File: config.mk
export PLATFORM = sky130hd
export DESIGN_NAME = floating_point_addition
export DESIGN_NICKNAME = d
export VERILOG_FILES = /design/src/rtl/fp_add_pkg.sv /design/src/rtl/fp_add_norm_round.sv /design/src/rtl/floating_point_addition.sv
export SDC_FILE = /design/constraint.sdc
export NUM_CORES = 1
export LEC_CHECK = 0
export ABC_AREA = 1
export BUFFER_PORTS_ARGS = -buffer_cell sky130_fd_sc_hd__buf_4
export CAP_MARGIN = 15
export CORE_MARGIN = 10
export CORE_UTILIZATION = 43
export CTS_CLUSTER_SIZE = 25
export DETAILED_ROUTE_END_ITERATION = 10
export GPL_TIMING_DRIVEN = 1
export PLACE_DENSITY_LB_ADDON = 0.05
export SYNTH_ARGS = -nofsm -noshare
export SYNTH_HDL_FRONTEND = slang
export SYNTH_HIERARCHICAL = 1
export SYNTH_SLANG_ARGS = --single-unit
File: constraint.sdc
create_clock -name clk -period 10.8 [get_ports clk]
set_input_delay 0.54 -clock clk [delete_from_list [all_inputs] [get_ports clk]]
set_output_delay 0.54 -clock clk [all_outputs]
set_load 0.1 [all_outputs]
File: src/rtl/fp_add_pkg.sv
// Shared formats and types for the pipelined binary32 adder.
// Operands are unpacked once in stage 1; later stages work on sign, exponent and significand.
package fp_add_pkg;

    localparam int          EXP_W   = 8;
    localparam int          FRAC_W  = 23;
    localparam int          BIAS    = 127;
    localparam int          EXP_MAX = 2 * BIAS + 1;
    localparam logic [31:0] QNAN    = 32'h7FC0_0000;

    typedef enum logic [1:0] {
        ZERO,
        NORM,
        INF,
        NAN
    } fp_class_t;

    typedef struct packed {
        logic             sign;
        logic [EXP_W-1:0] exp;
        logic [FRAC_W:0]  sig;
        fp_class_t        cls;
    } fp_unpacked_t;

    // Subnormals are flushed to signed zero; normals get the hidden 1 prepended.
    function automatic fp_unpacked_t unpack(input logic [31:0] v);
        fp_unpacked_t u;
        u.sign = v[31];
        u.exp  = v[FRAC_W +: EXP_W];
        u.sig  = {1'b1, v[FRAC_W-1:0]};
        u.cls  = NORM;
        if (v[FRAC_W +: EXP_W] == '0) begin
            u.cls = ZERO;
            u.exp = '0;
            u.sig = '0;
        end else if (v[FRAC_W +: EXP_W] == '1) begin
            u.cls = (v[FRAC_W-1:0] == '0) ? INF : NAN;
        end
        return u;
    endfunction

endpackage

File: src/rtl/fp_add_norm_round.sv
// Stage 4 combinational datapath: leading-zero normalize, round-to-nearest-even,
// overflow/underflow saturation and substitution of special results.
module fp_add_norm_round
    import fp_add_pkg::*;
(
    input  logic              sign,
    input  logic [EXP_W-1:0]  exp,
    input  logic [27:0]       sum,
    input  logic              spec,
    input  logic [31:0]       spec_val,
    output logic [31:0]       result
);

    logic [4:0]         lz;
    logic               found;
    logic [26:0]        m;
    logic signed [9:0]  e;
    logic               round_up;
    logic [24:0]        rounded;
    logic [FRAC_W-1:0]  frac;

    // NOTE: every variable gets a default at the top of always_comb so no path can infer a latch.
    always_comb begin
        lz    = '0;
        found = 1'b0;
        for (int i = 26; i >= 0; i--) begin
            if (!found && sum[i]) begin
                lz    = 5'(26 - i);
                found = 1'b1;
            end
        end
    end

    // Bit 26 of m is the hidden 1; bits [2:0] are guard, round and sticky.
    always_comb begin
        m        = '0;
        e        = '0;
        round_up = 1'b0;
        rounded  = '0;
        frac     = '0;

        if (sum[27]) begin
            m = {sum[27:2], |sum[1:0]};
            e = $signed({2'b00, exp}) + 10'sd1;
        end else begin
            m = sum[26:0] << lz;
            e = $signed({2'b00, exp}) - $signed({5'b00000, lz});
        end

        round_up = m[2] & (m[1] | m[0] | m[3]);
        rounded  = {1'b0, m[26:3]} + 25'(round_up);
        if (rounded[24]) begin
            frac = rounded[23:1];
            e    = e + 10'sd1;
        end else begin
            frac = rounded[22:0];
        end

        if (spec) begin
            result = spec_val;
        end else if (sum == '0) begin
            result = 32'h0000_0000;
        end else if (int'(e) >= EXP_MAX) begin
            result = {sign, {EXP_W{1'b1}}, {FRAC_W{1'b0}}};
        end else if (e <= 10'sd0) begin
            result = {sign, 31'b0};
        end else begin
            result = {sign, e[EXP_W-1:0], frac};
        end
    end

endmodule

File: src/rtl/floating_point_addition.sv
// Four-stage pipelined binary32 adder: unpack, align, add, normalize/round.
// One operation accepted and one retired per clock; special cases bypass the datapath.
module floating_point_addition
    import fp_add_pkg::*;
(
    input  logic        clk,
    input  logic        reset,
    input  logic [31:0] x,
    input  logic [31:0] y,
    output logic [31:0] z,
    output logic        z_valid
);

    // Stage 1: classify and decide special results
    fp_unpacked_t ua, ub;
    logic         spec_n;
    logic [31:0]  spec_val_n;

    always_comb begin
        ua         = unpack(x);
        ub         = unpack(y);
        spec_n     = 1'b1;
        spec_val_n = '0;
        if (ua.cls == NAN || ub.cls == NAN ||
            (ua.cls == INF && ub.cls == INF && ua.sign != ub.sign))
            spec_val_n = QNAN;
        else if (ua.cls == INF)
            spec_val_n = {ua.sign, {EXP_W{1'b1}}, {FRAC_W{1'b0}}};
        else if (ub.cls == INF)
            spec_val_n = {ub.sign, {EXP_W{1'b1}}, {FRAC_W{1'b0}}};
        else if (ua.cls == ZERO && ub.cls == ZERO)
            spec_val_n = {ua.sign & ub.sign, 31'b0};
        else if (ua.cls == ZERO)
            spec_val_n = y;
        else if (ub.cls == ZERO)
            spec_val_n = x;
        else
            spec_n = 1'b0;
    end

    fp_unpacked_t s1_a, s1_b;
    logic         s1_spec;
    logic [31:0]  s1_spec_val;

    // Stage 2: order by magnitude and align the smaller significand
    logic             a_ge;
    logic             big_sign;
    logic             small_sign;
    logic [EXP_W-1:0] big_exp;
    logic [EXP_W-1:0] diff;
    logic [FRAC_W:0]  big_sig;
    logic [FRAC_W:0]  small_sig;
    fp_class_t        small_cls;
    logic [26:0]      m_small;
    logic [26:0]      shifted;
    logic [26:0]      lost;
    logic [26:0]      mb_n;

    always_comb begin
        a_ge       = {s1_a.exp, s1_a.sig} >= {s1_b.exp, s1_b.sig};
        big_sign   = a_ge ? s1_a.sign : s1_b.sign;
        small_sign = a_ge ? s1_b.sign : s1_a.sign;
        big_exp    = a_ge ? s1_a.exp  : s1_b.exp;
        big_sig    = a_ge ? s1_a.sig  : s1_b.sig;
        small_sig  = a_ge ? s1_b.sig  : s1_a.sig;
        small_cls  = a_ge ? s1_b.cls  : s1_a.cls;
        diff       = big_exp - (a_ge ? s1_b.exp : s1_a.exp);
        m_small    = {small_sig, 3'b000};
        shifted    = m_small >> diff;
        lost       = m_small & ~({27{1'b1}} << diff);
        if (diff >= 8'd26)
            mb_n = {26'b0, small_cls == NORM};
        else
            mb_n = {shifted[26:1], shifted[0] | (|lost)};
    end

    logic             s2_sign;
    logic             s2_sub;
    logic [EXP_W-1:0] s2_exp;
    logic [26:0]      s2_ma;
    logic [26:0]      s2_mb;
    logic             s2_spec;
    logic [31:0]      s2_spec_val;

    // Stage 3: magnitude add or subtract; A is never smaller than B
    logic [27:0] sum_n;

    always_comb begin
        if (s2_sub)
            sum_n = {1'b0, s2_ma} - {1'b0, s2_mb};
        else
            sum_n = {1'b0, s2_ma} + {1'b0, s2_mb};
    end

    logic             s3_sign;
    logic [EXP_W-1:0] s3_exp;
    logic [27:0]      s3_sum;
    logic             s3_spec;
    logic [31:0]      s3_spec_val;

    // Stage 4
    logic [31:0] z_n;

    fp_add_norm_round u_norm_round (
        .sign     (s3_sign),
        .exp      (s3_exp),
        .sum      (s3_sum),
        .spec     (s3_spec),
        .spec_val (s3_spec_val),
        .result   (z_n)
    );

    logic [3:0] vld;

    // NOTE: sequential state uses non-blocking assignments so every stage samples the previous stage's old value.
    always_ff @(posedge clk) begin
        if (!reset) begin
            s1_a        <= '0;
            s1_b        <= '0;
            s1_spec     <= 1'b0;
            s1_spec_val <= '0;
            s2_sign     <= 1'b0;
            s2_sub      <= 1'b0;
            s2_exp      <= '0;
            s2_ma       <= '0;
            s2_mb       <= '0;
            s2_spec     <= 1'b0;
            s2_spec_val <= '0;
            s3_sign     <= 1'b0;
            s3_exp      <= '0;
            s3_sum      <= '0;
            s3_spec     <= 1'b0;
            s3_spec_val <= '0;
            z           <= '0;
            vld         <= '0;
        end else begin
            s1_a        <= ua;
            s1_b        <= ub;
            s1_spec     <= spec_n;
            s1_spec_val <= spec_val_n;

            s2_sign     <= big_sign;
            s2_sub      <= big_sign ^ small_sign;
            s2_exp      <= big_exp;
            s2_ma       <= {big_sig, 3'b000};
            s2_mb       <= mb_n;
            s2_spec     <= s1_spec;
            s2_spec_val <= s1_spec_val;

            s3_sign     <= s2_sign;
            s3_exp      <= s2_exp;
            s3_sum      <= sum_n;
            s3_spec     <= s2_spec;
            s3_spec_val <= s2_spec_val;

            z           <= z_n;
            vld         <= {vld[2:0], 1'b1};
        end
    end

    assign z_valid = vld[3];

endmodule

After elaboration in Yosys (flattened, before gate mapping)
Index checks and enable logic that the tools add are counted.

Register bits after elaboration: 306. Input bits: 66. Output and inout port bits: 33. Word-level logic and storage cells: 223.

$add $sub $neg: 7. $lt $le $gt $ge: 4. Eq/ne operators: 8. Shifts and indexed selects: 3. Multiplexer cells: 90. Bitwise gates (word level): 9. Reduce and logical (&&, ||, !) cells: 71.

Operators with widths (number): 32-bit two-way mux (7); 24-bit two-way mux (4); 31-bit two-way mux (3); 5-bit two-way mux (11); 23-bit logical NOT (2); 1-bit two-way mux (39); 32-bit >= comparator (1); 4-bit two-way mux (8); 1-bit logical AND (29); 27-bit by 27-bit adder with 28-bit output (1); 28-bit logical NOT (1); 28-bit two-way mux (1); 27-bit by 27-bit subtractor with 28-bit output (1); 27-bit AND (1); 27-bit two-way mux (1); 27-bit inverter (1); 27-bit OR reduction (1); 27-bit by 5-bit << shifter with 27-bit output (1); 27-bit by 8-bit << shifter with 27-bit output, first input constant (1); 27-bit by 8-bit right shift with 27-bit output (1); 1-bit logical NOT (26); 24-bit by 1-bit adder with 25-bit output (1); 23-bit two-way mux (1); 10-bit two-way mux (2); 23 further kinds (47).

Logic depth before layout (Yosys ltp)
Depth after elaboration: 91. Mapped depth: 38. Mapped depth without buffers: 36.

Modules after synthesis
Netlist, hierarchy kept.

Modules (own cells, without submodules): floating_point_addition (instances 1, cells each 2035, area an instance 14503.9 µm², seq. area each 6065.8 µm²); fp_add_norm_round (instances 1, cells each 919, area an instance 4827.1 µm², seq. area each 0.0 µm²).

Worst setup path after synthesis
OpenSTA, ideal clock, no wires.

Path kind: reg-to-reg. Start: register s3_sum[24]. End: register z[13]. Library setup time: 0.110 ns. Arrival time: 4.683 ns. Required time: 10.690 ns. Slack: 6.007 ns. Cell stages (with the launch flop): 32. Buffers on the path: 4. Clock period less this slack: 4.793 ns. Path through: dfxtp_1 -> nor2_4 -> nand2_4 -> nor2_8 -> nand3_2 -> nor2_2 -> o21bai_4 -> nand4_4 -> buf_6 -> buf_6 -> ha_1 -> fa_1 -> o31ai_1 -> xnor2_1 -> o21ai_0 -> inv_1 -> nor3_1 -> nand2_1 -> nor3_1 -> xor2_1 -> nand4_1 -> nand2_1 -> nand2_1 -> nor2_2 -> nand3_4 -> and2_4 -> buf_6 -> buf_6 -> nand3_2 -> nand2_1 -> nand2_1 -> inv_1.

Longest elaborated chain between the ends: 86. Elaborated cells between the ends (all ways): 116. Those cells by class: add/sub: 3; order compare: 2; shift: 1; mux: 57; bitwise: 3; reduce/logical: 50.

Ends and longest elaborated chain: start, declared (line floating_point_addition.sv:97) `logic [27:0] s3_sum;`; start signal, assigned (line floating_point_addition.sv:152) `s3_sum <= sum_n;`; 1-bit logical AND (line fp_add_norm_round.sv:27) `if (!found && sum[i]) begin`; 1-bit two-way mux (line fp_add_norm_round.sv:27); 1-bit logical NOT (line fp_add_norm_round.sv:27); 1-bit logical AND (line fp_add_norm_round.sv:27); 1-bit two-way mux (line fp_add_norm_round.sv:27); 1-bit logical NOT (line fp_add_norm_round.sv:27); 1-bit logical AND (line fp_add_norm_round.sv:27); 1-bit two-way mux (line fp_add_norm_round.sv:27); [... 71 more ...]; 24-bit by 1-bit adder with 25-bit output (line fp_add_norm_round.sv:51) `rounded = {1'b0, m[26:3]} + 25'(round_up);`; 10-bit two-way mux (line fp_add_norm_round.sv:52) `if (rounded[24]) begin`; 10-bit by 1-bit <= comparator with 1-bit output (line fp_add_norm_round.sv:65) `end else if (e <= 10'sd0) begin`; 31-bit two-way mux (line fp_add_norm_round.sv:65); 31-bit two-way mux (line fp_add_norm_round.sv:63) `end else if (int'(e) >= EXP_MAX) begin`; 32-bit two-way mux (*) (line fp_add_norm_round.sv:61) `end else if (sum == '0) begin`; 32-bit two-way mux (*) (line fp_add_norm_round.sv:59) `if (spec) begin`; net z_n[13] (line floating_point_addition.sv:102) `logic [31:0] z_n;`; end signal, assigned (line floating_point_addition.sv:156) `z <= z_n;`; end, declared (line floating_point_addition.sv:10) `output logic [31:0] z,`.

The timed path passes the listed nets; every way through them passes the cells marked *. A chain may end at the register's enable or synchronous reset.

Final worst setup path
Start: register s3_sum[22]. End: register z[1].

Longest elaborated chain between the ends: 80. Elaborated cells between the ends (all ways): 108. Those cells by class: add/sub: 3; order compare: 2; shift: 1; mux: 53; bitwise: 3; reduce/logical: 46.

Ends and longest elaborated chain (line): 1-bit logical AND (fp_add_norm_round.sv:27); 1-bit two-way mux (fp_add_norm_round.sv:27); 1-bit logical NOT (fp_add_norm_round.sv:27); 1-bit logical AND (fp_add_norm_round.sv:27); 1-bit two-way mux (fp_add_norm_round.sv:27); 1-bit logical NOT (fp_add_norm_round.sv:27); 1-bit logical AND (fp_add_norm_round.sv:27); 1-bit two-way mux (fp_add_norm_round.sv:27); [... 65 more ...]; 24-bit by 1-bit adder with 25-bit output (fp_add_norm_round.sv:51); 10-bit two-way mux (fp_add_norm_round.sv:52); 10-bit by 1-bit <= comparator with 1-bit output (fp_add_norm_round.sv:65); 31-bit two-way mux (fp_add_norm_round.sv:65); 31-bit two-way mux (fp_add_norm_round.sv:63); 32-bit two-way mux (*) (fp_add_norm_round.sv:61); 32-bit two-way mux (*) (fp_add_norm_round.sv:59); net z_n[1] (floating_point_addition.sv:102).

Marked as above.

==> results by group <==
Timing
  • Worst Tran Pin Value: around 1.1 ns
  • Max-slew violation count: 0
  • Unrepaired setup endpoints after global routing: no
  • FMAX: 0.172 GHz
  • Endpoints failing setup: 0
  • Setup TNS: 0 ns
  • Final Hold Viols: 0
  • Worst Skew: between 0.015 and 0.02 ns
  • Final critical-path setup slack: 4.99 ns
  • Final period utilization: 53.8%
  • Max_slew headroom: between 20% and 30%
  • Tmin final: 5.81 ns

Setup path
  • Most used cell, CP: nand2_1
  • Crit-path slowest cell: inv_1
  • Crit path DAT: 6.25 ns
  • Critical path class: reg2reg
  • Worst R2R Path Depth: 29
  • Worst setup path start: s3_sum[22]
  • Crit path max fanout: 23
  • Worst setup SP type: flop
  • Endpoint class of the critical path: flop
  • CP required: approximately 11 ns
  • Crit-path max cell delay: around 0.52 ns
  • Worst r2r src: s3_sum[22]

Synthesis
  • Yosys reg bits: 303
  • YS warnings: 6
  • Post-Synth Simple-Gate Area: 35.3%
  • Main area contributors after synthesis: dfxtp_1 31%, nand2_1 15%, inv_1 8.3%
  • Synthesized area per cell: 6.54 µm²
  • Count of cell types in the netlist: between 60 and 70
  • Cells after Synth: 2,954
  • Prevailing post-synth register cell: dfxtp_1
  • Syn Nets: 3,114
  • Mux cell area share after synthesis: 0.207%
  • Synth Cell Area: 19,300 µm²
  • Synth Area in XOR/XNOR: 1.40%
  • Post-synth top area share: 31.4%
  • Post-synthesis adder-cell area fraction: 6.16%
  • Most area-hungry cell type in the Yosys netlist: dfxtp_1
  • Compound-Gate Fraction of Synth Area: 13.5%
  • Largest family of logic cells by synthesized area: simple AND/OR/NAND/NOR gates
  • EDFF count, synth: 0
  • Sequential element share of the synthesized area: about a third
  • FFs w/ async S/R, synth: 0%

Route
  • Detail Route Antenna Nets: 0
  • Detailed Routing Iterations Pass 1: 5
  • Via count: 18.7k
  • Drt via density: 5.20
  • DR WL/cell: 18.1 µm
  • Initial DRC count: 1,501
  • Final wirelength: 65,200 µm
  • Final routed DRC violation total: 0

Min path
  • Hold Crit Depth: 3
  • Hold path start: x[28]
  • Hold Path Class: in2reg

Layout
  • Util after Layout: 48.9%
  • Fraction of layout instances using a drive strength above 1: 11.6%
  • Layout area overhead: 12.0%
  • Total Nets Final: 3,146
  • Most frequent cells in the layout: 787 x nand2_1, 427 x inv_1, 303 x dfxtp_1
  • Commonest non-fill, non-tap cell in the layout: nand2_1

Placed design
  • Port buffer count: 98
  • HPWL after DPL: 51,200 µm
  • DP Worst Slack: 5.07 ns
  • RD Place Congestion: 0.931

Floorplan
  • Ports: 99
  • Die H: between 200 and 250 µm
  • Initial core utilization: 43.6%
  • Die Area: 53,800 µm²
  • Die width: 232 µm
  • Rows: 77
  • Core Region: 44,300 µm²

CTS
  • Root Driver: clkbuf_16
  • H-tree Lvls: 2
  • PostCTS Resize Cnt: 0
  • Clock Latency Late Sink: 0.55 ns
  • Post-CTS Hold Fix Bufs: 0
  • Post-CTS setup buffers: 0
  • CTS tree: yes
  • Clock Path Buffers: 3
  • CTS buffer count: 36
  • Clock slew at reported path FFs: roughly 0.07 ns
  • Sink Count: 303

GRT
  • Largest net degree at the start of global routing: 77
  • Aggregate global-route resource usage: 23.5%
  • Antenna violations before repair: 1
  • Vias in the first global route: about 18k
  • First-pass GRT wire length: 101,000 µm
  • Total congestion overflow: 0

Power and ir drop
  • Leak pwr: 11.2 nW
  • PwrDens: 240 nW/µm²
  • Power, Total: 5.19 mW
  • Int Pwr: 2.75 mW
  • Clock power frac: 25.5%
  • Comb pwr share: 50.1%
  • Switching power share of the total: 47.1%
  • Sw Pwr: approximately 2.4 mW
  • Reg power frac: approximately a quarter
  • Peak VDD IR: ~0.00012 V

Status
  • Status: completed

Flow run
  • Max Cap Viol: 0
## cells by family (layout without fill, tap and decap cells)
kind of cell	count (synthesis)	count (layout)
buffers and inverters	581	637
xor gates and xnor gates	28	28
DFF	303	303
AOI/OAI and AO/OA	463	463
muxes	4	4
and+or+nand+nor	1481	1481
other	0	1
adders and majority gates	94	94
## per-stage QoR
step | area [µm²] | instances | hold WS (ns)
global placement | 20300 | 3540 | 0.393
global route | 21600 | 3602 | 0.183
detailed placement | 20300 | 3540 | 0.395
finish | 21700 | 3603 | 0.192
floorplan | 19300 | 2954 | 0.390
CTS | 21600 | 3602 | 0.169
## synth_stat cells (23+ instances only)
master and number:
ha_1 92, a211oi_1 23, nand3_2 38, o21ai_0 160
inv_1 427, inv_2 23, nand2_1 787, nand2_2 31
a21oi_1 178, nor3_1 29, clkbuf_1 74, nand3_1 241
dfxtp_1 303, nor2_1 225, nand4_1 40
## layer usage
metal  GRT usage (%)  routed length [µm]  vias up
met5               0                   0        -
met4            7.70                1900        0
met1            29.9               28600     8603
met2            39.6               31000      530
met3            4.13                3590      102
li1                -                   -     9506
## critical path: cells and delay by family, from the launching register on
family                   cells  cell delay, ns
AND/OR/NAND/NOR             19            3.09
buffers and inverters        5            0.79
flip-flops                   1            0.38
AO/OA/AOI/OAI                2            0.68
adder cells (fa/ha/maj)      1            0.46
XOR/XNOR                     2            0.27
## flip-flops by register name, summed over array words and instances, names as in the netlist
signal,cells
s1_a,35
s1_b,35
s1_spec,1
s1_spec_val,32
s2_exp,8
s2_ma,24
s2_mb,27
s2_sign,1
s2_spec,1
s2_spec_val,32
s2_sub,1
s3_exp,8
s3_sign,1
s3_spec,1
s3_spec_val,32
s3_sum,28
vld,4
z,32
## area by class of cell
type                            instances  area (µm²)
Sequential cell                       303        6070
Multi-Input combinational cell       2070       10900
Clock inverter                         19         317
Inverter                              456        1710
Fill cell                            4633       22700
Clock buffer                           43         987
Tap cell                              592         741
Timing Repair Buffer                  119         893
Antenna cell                            1        2.50
## power groups by stage
stage / registers [mW] / logic (mW) / clock network (mW)
after detailed placement: 1.29 / 2.57 / 0
after global routing: 1.28 / 2.86 / 1.39
final: 1.27 / 2.60 / 1.32
after CTS: 1.27 / 2.58 / 1.35
after floorplan: 1.51 / 1.74 / 0
after global placement: 1.29 / 2.59 / 0
## final timing paths
path                                         to  slack (ns)
worst max register to register             z[1]        4.99
worst max-delay path                       z[1]        4.99
worst min register to register  s3_spec_val[26]        0.41
worst min-delay path                   s1_a[31]        0.19
Power figures use the tool's default switching activity.
